<file path="config.mk">
export PLATFORM = sky130hd
export DESIGN_NAME = writeback_unit
export DESIGN_NICKNAME = d
export VERILOG_FILES = /design/src/rtl/writeback_unit_pkg.sv /design/src/rtl/writeback_unit_load_align.sv /design/src/rtl/writeback_unit.sv
export SDC_FILE = /design/constraint.sdc
export NUM_CORES = 1
export LEC_CHECK = 0
export ABC_AREA = 0
export ABC_CLOCK_PERIOD_IN_PS = 2400
export BUFFER_PORTS_ARGS = -buffer_cell sky130_fd_sc_hd__clkbuf_2
export CAP_MARGIN = 20
export CORE_AREA = 2 2 109 111
export DETAILED_ROUTE_END_ITERATION = 7
export DIE_AREA = 0 0 111 113
export HOLD_SLACK_MARGIN = 0.06
export MAX_ROUTING_LAYER = met4
export RECOVER_POWER = 50
export SKIP_LAST_GASP = 1
export SLEW_MARGIN = 5
export SYNTH_ARGS = -nofsm -noshare
export SYNTH_HDL_FRONTEND = slang
export SYNTH_SLANG_ARGS = --single-unit
</file>
<file path="constraint.sdc">
create_clock -name clk -period 2.4 [get_ports clk]
set_input_delay 0.24 -clock clk [delete_from_list [all_inputs] [get_ports clk]]
set_output_delay 0.24 -clock clk [all_outputs]
set_load 0.01 [all_outputs]
</file>
<file path="src/rtl/writeback_unit_pkg.sv">
// Shared definitions for the writeback stage: load funct3 codes, FSM states,
// and parameter legality helpers.
package writeback_unit_pkg;

  localparam logic [2:0] F3_LB  = 3'b000;
  localparam logic [2:0] F3_LH  = 3'b001;
  localparam logic [2:0] F3_LW  = 3'b010;
  localparam logic [2:0] F3_LD  = 3'b011;
  localparam logic [2:0] F3_LBU = 3'b100;
  localparam logic [2:0] F3_LHU = 3'b101;
  localparam logic [2:0] F3_LWU = 3'b110;

  typedef enum logic {
    ST_IDLE = 1'b0,
    ST_WAIT = 1'b1
  } wb_state_e;

  function automatic bit xlen_legal(input int xlen);
    return (xlen == 32) || (xlen == 64);
  endfunction

endpackage

</file>
<file path="src/rtl/writeback_unit_load_align.sv">
// Load data alignment: shift the raw memory word down by the byte offset,
// then sign- or zero-extend according to the load funct3.
module load_align
  import writeback_unit_pkg::*;
#(
  parameter int XLEN  = 32,
  parameter int OFF_W = $clog2(XLEN/8)
) (
  input  logic [2:0]       funct3,
  input  logic [OFF_W-1:0] byte_off,
  input  logic [XLEN-1:0]  rdata,
  output logic [XLEN-1:0]  data
);

  logic [XLEN-1:0] shifted;

  assign shifted = rdata >> {byte_off, 3'b000};

  // Keep the low n bits and extend them back to XLEN.
  function automatic logic [XLEN-1:0] ext(input logic [XLEN-1:0] v,
                                          input int n, input logic sgn);
    logic [XLEN-1:0]        up;
    logic signed [XLEN-1:0] sup;
    up  = v << (XLEN - n);
    sup = $signed(up);
    if (sgn) return $unsigned(sup >>> (XLEN - n));
    return up >> (XLEN - n);
  endfunction

  always_comb begin
    data = shifted;
    case (funct3)
      F3_LB:  data = ext(shifted, 8, 1'b1);
      F3_LH:  data = ext(shifted, 16, 1'b1);
      F3_LW:  data = ext(shifted, 32, 1'b1);
      F3_LBU: data = ext(shifted, 8, 1'b0);
      F3_LHU: data = ext(shifted, 16, 1'b0);
      F3_LWU: if (XLEN == 64) data = ext(shifted, 32, 1'b0);
      default: data = shifted;
    endcase
  end

endmodule

</file>
<file path="src/rtl/writeback_unit.sv">
// Writeback stage: trap/mret PC redirect, load alignment, CSR/ALU result
// select, and a stall FSM that waits for the data-memory ack with a timeout.
module writeback_unit
  import writeback_unit_pkg::*;
#(
  parameter int XLEN          = 32,
  parameter int REG_ADDR_W    = 5,
  parameter int MAX_LOAD_WAIT = 16,
  parameter int OFF_W         = $clog2(XLEN/8)
) (
  input  logic                  clk,
  input  logic                  rst,
  input  logic                  prev_clk_en,
  input  logic [2:0]            funct3,
  input  logic                  opcode_load,
  input  logic                  opcode_system,
  input  logic [OFF_W-1:0]      load_byte_off,
  input  logic                  dmem_ack,
  input  logic [XLEN-1:0]       dmem_rdata,
  input  logic [XLEN-1:0]       csr_out,
  input  logic                  prev_rd_w_en,
  input  logic [REG_ADDR_W-1:0] prev_rd,
  input  logic [XLEN-1:0]       prev_rd_wdata,
  input  logic [XLEN-1:0]       prev_pc,
  input  logic                  go_to_trap,
  input  logic                  return_from_trap,
  input  logic [XLEN-1:0]       return_addr,
  input  logic [XLEN-1:0]       trap_addr,
  output logic                  rd_w_en,
  output logic [REG_ADDR_W-1:0] rd,
  output logic [XLEN-1:0]       rd_wdata,
  output logic [XLEN-1:0]       next_pc,
  output logic                  change_pc,
  output logic                  stall,
  output logic                  flush,
  output logic                  load_fault
);

  localparam int CW = $clog2(MAX_LOAD_WAIT + 1);

  if (!xlen_legal(XLEN)) begin : g_bad_xlen
    $error("writeback_unit: XLEN must be 32 or 64");
  end
  if (MAX_LOAD_WAIT < 1) begin : g_bad_wait
    $error("writeback_unit: MAX_LOAD_WAIT must be at least 1");
  end

  wb_state_e       state_q, state_d;
  logic [CW-1:0]   cnt_q, cnt_d;
  logic [XLEN-1:0] load_data;

  logic trap, load_vld, waiting, at_limit, timeout, stall_int;

  load_align #(.XLEN(XLEN), .OFF_W(OFF_W)) u_align (
    .funct3   (funct3),
    .byte_off (load_byte_off),
    .rdata    (dmem_rdata),
    .data     (load_data)
  );

  always_ff @(posedge clk) begin
    if (rst) begin
      state_q <= ST_IDLE;
      cnt_q   <= '0;
    end else begin
      state_q <= state_d;
      cnt_q   <= cnt_d;
    end
  end

  always_comb begin
    trap     = go_to_trap | return_from_trap;
    load_vld = prev_clk_en & opcode_load;
    waiting  = (state_q == ST_WAIT);
    at_limit = (cnt_q == CW'(MAX_LOAD_WAIT));
    // An ack arriving on the limit cycle still completes the load.
    timeout  = ~trap & waiting & load_vld & ~dmem_ack & at_limit;
    // A WAIT with no valid instruction this cycle keeps the pipe frozen.
    stall_int = ~trap & ((load_vld & ~dmem_ack & ~timeout) |
                         (waiting & ~prev_clk_en));

    state_d = state_q;
    cnt_d   = cnt_q;
    if (trap) begin
      state_d = ST_IDLE;
      cnt_d   = '0;
    end else if (!waiting) begin
      if (load_vld && !dmem_ack) begin
        state_d = ST_WAIT;
        cnt_d   = CW'(1);
      end
    end else if (prev_clk_en) begin
      if (!opcode_load || dmem_ack || at_limit) begin
        state_d = ST_IDLE;
        cnt_d   = '0;
      end else begin
        cnt_d = cnt_q + CW'(1);
      end
    end
  end

  always_comb begin
    rd_w_en    = 1'b0;
    rd         = '0;
    rd_wdata   = '0;
    next_pc    = '0;
    change_pc  = 1'b0;
    stall      = 1'b0;
    flush      = 1'b0;
    load_fault = 1'b0;
    if (!rst) begin
      rd         = prev_rd;
      change_pc  = trap;
      flush      = trap & prev_clk_en;
      stall      = stall_int;
      load_fault = timeout;
      if (go_to_trap)            next_pc = trap_addr;
      else if (return_from_trap) next_pc = return_addr;
      else                       next_pc = prev_pc;
      if (load_vld)                              rd_wdata = load_data;
      else if (opcode_system && funct3 != 3'b0) rd_wdata = csr_out;
      else                                       rd_wdata = prev_rd_wdata;
      rd_w_en = prev_rd_w_en & prev_clk_en & ~stall_int & (prev_rd != '0) &
                ~trap & ~timeout;
    end
  end

endmodule

</file>
==> metrics.txt <==
outcome=complete, no violations; final core occ=roughly 36%; Post-DP Area=between 4000 and 5000 um2; area of the multi-input gates=2180 um2; gr usage total=17.7%; Worst Hold Class=input pin to flop; die area=around 13000 um2; # Post-CTS Setup Buffers=0; die height=113 um; Bufs on Longest Clock Path=2; yosys warns=0; Synthesized Nets=roughly 590; Hold Vio Cnt, Final=0; final worst path period need=2.05 ns; Worst Reg-to-Reg Cells=6; top-count cell post-synth=nor2_1; DR vias/cell=4.75; IO buf count=284; synthesized area=2490 um2; Worst setup EP type=primary output; htree depth=1; CP required=about 2.2 ns; Data arrival, critical path=approximately 1.8 ns; total grt overflow=0; share of layout cells above drive strength 1=between 40% and 50%; die width=111 um; Final Cycle Share=roughly 86%; Slew @ Worst Pin=about 0.97 ns; drt first pass iters=4; Yosys top cell by area=mux2i_1; area grow syn2layout=64.2%; post-placement setup slack=0.120 ns; Cells after Synth=372; root buf cell=clkbuf_16; top sig layer=met4; setup TNS=0 ns; Post-synth EDFFs=0; # fillers=approximately 1300; PwrDens=around 260 nW/um2; setup violators final=0; met3 WL=~970 um; routability cong.=roughly 0.86; post-synth cell types=46; FP Rows=39; Seq/Total Area, Yosys=between 4 and 5%; Ports=285; Final Net Count=853; core footprint=11300 um2; Post-synth top flop=dfxtp_1; Met1 Wirelength=between 4000 and 5000 um; CTS tree=yes; Max-slew headroom=35.0%; initial DRC count=~200; fmax=0.487 GHz; FFs w/ async S/R, synth=0%; slack of the critical path=0.347 ns; Post-synth top cells=nor2_1 (75), mux2i_1 (68), a21oi_1 (35), nand2_1 (31), nand3_1 (17); TritonCTS Buffers=3; initial antenna violation count=2; Starting Density=~22%; DRT antenna net count=0; total of max-cap violations=0; maximum vdd drop=roughly 0.00053 V; vias in the first global route=between 3000 and 4000; Setup CP Type=input pin to primary output; Leak=2.20 nW; R2R Setup Slk=about 0.85 ns; CP startpoint kind=input pin; dpl cells=approximately 800; Routed WL per cell=roughly 15 um; Synth area leaders=mux2i_1 (27%), nor2_1 (11%), a21oi_1 (7.0%); WL final=11700 um; Num Clock Sinks=6; Residual DRC=0; Min-Delay Path Depth=4; first-pass GRT wire length=17800 um; PostCTS Resize Cnt=0; hpwl dp=9940 um; Post-Syn Area per Cell=6.68 um2; Reg area=120 um2; RSZ-0062 raised after global routing=no; worst-path maximum fanout=10; Yosys top cell area share=27.4%; Layout Cell Area excl Fill=slightly above 4000 um2; CTS Hold Buffers Added=0; maximum number of pins on one net before global-route repair=55; Seq cells post-synth=6; filler-free cell count of the finished design=783; met2 WL post-DR=5750 um; Slew Viols, Final=0; clk_skew=0.00190 ns; Clk pin slew, worst setup/hold paths=roughly 0.030 ns; Worst-Skew Late Latency=0.23 ns; Vias=3722
==> layout by cell type (no fill, tap or decap), types with 3 or more instances in the layout <==
cell type  synthesis  layout
a211oi_1          15      15
a21oi_1           35      34
a221oi_1           9       9
a22oi_1           14      14
a31oi_1            3       3
and2_1             4       3
buf_12             0       3
buf_4              2       8
clkbuf_1          12      31
clkbuf_16          0       3
clkbuf_2           0     254
dfxtp_1            6       6
inv_1              4       4
mux2_2             7       7
mux2i_1           68      68
nand2_1           31      31
nand3_1           17      17
nor2_1            75      75
nor2b_1            7       7
o21ai_0            5       5
o2bb2ai_1          6       6
==> registers in the layout, indices dropped and copies added, names as in the netlist <==
| signal | count |
|---|---|
| state_q | 1 |
| cnt_q | 5 |
==> where the power goes <==
group	switching (mW)	internal, mW
logic	0.359	0.329
registers	0.000549	0.101
clock network	0.0574	0.214
total	0.417	0.643
==> metrics by stage <==
step | total power [mW] | hold WS, ns
after floorplan | 0.466 | 0.427
after global placement | 0.802 | 0.465
after detailed placement | 0.801 | 0.473
after CTS | 1.08 | 0.425
after global routing | 1.14 | 0.516
final | 1.06 | 0.435
==> cells by family after synthesis <==
kind of cell	share of synthesized area, %
AND/OR/NAND/NOR	29.4
AO/OA/AOI/OAI	26.4
flip-flops	4.83
buffers and inverters	7.80
multiplexers	30.5
adder cells (fa/ha/maj)	1.01
==> path summary, 6_finish.rpt <==
check | startpoint | endpoint
setup / recovery | rst | load_fault
hold / removal | prev_clk_en | cnt_q[0]
setup reg to reg | cnt_q[0] | cnt_q[3]
hold reg to reg | cnt_q[4] | cnt_q[4]
==> worst max-delay path, stage by stage <==
cell and delay [ns]:
clkbuf_1 0.32, nor3_1 0.64, and3_1 0.31, nor2b_1 0.15
clkbuf_2 0.14
==> layer usage <==
metal | GRT usage [%] | vias up
met5 | - | -
met2 | 31.2 | 170
met1 | 22.0 | 1642
li1 | - | 1906
met4 | 1.67 | 0
met3 | 3.21 | 4
==> area by class of cell <==
| cell class | instances | share of cell area, % |
|---|---|---|
| antenna | 2 | 0.123 |
| tap | 143 | 4.38 |
| clock buffer | 3 | 1.84 |
| timing repair buffer | 296 | 36.9 |
| inverter | 4 | 0.368 |
| sequential | 6 | 2.94 |
| multi-input combinational | 329 | 53.4 |
No activity file was read; power rests on OpenSTA's default activity.
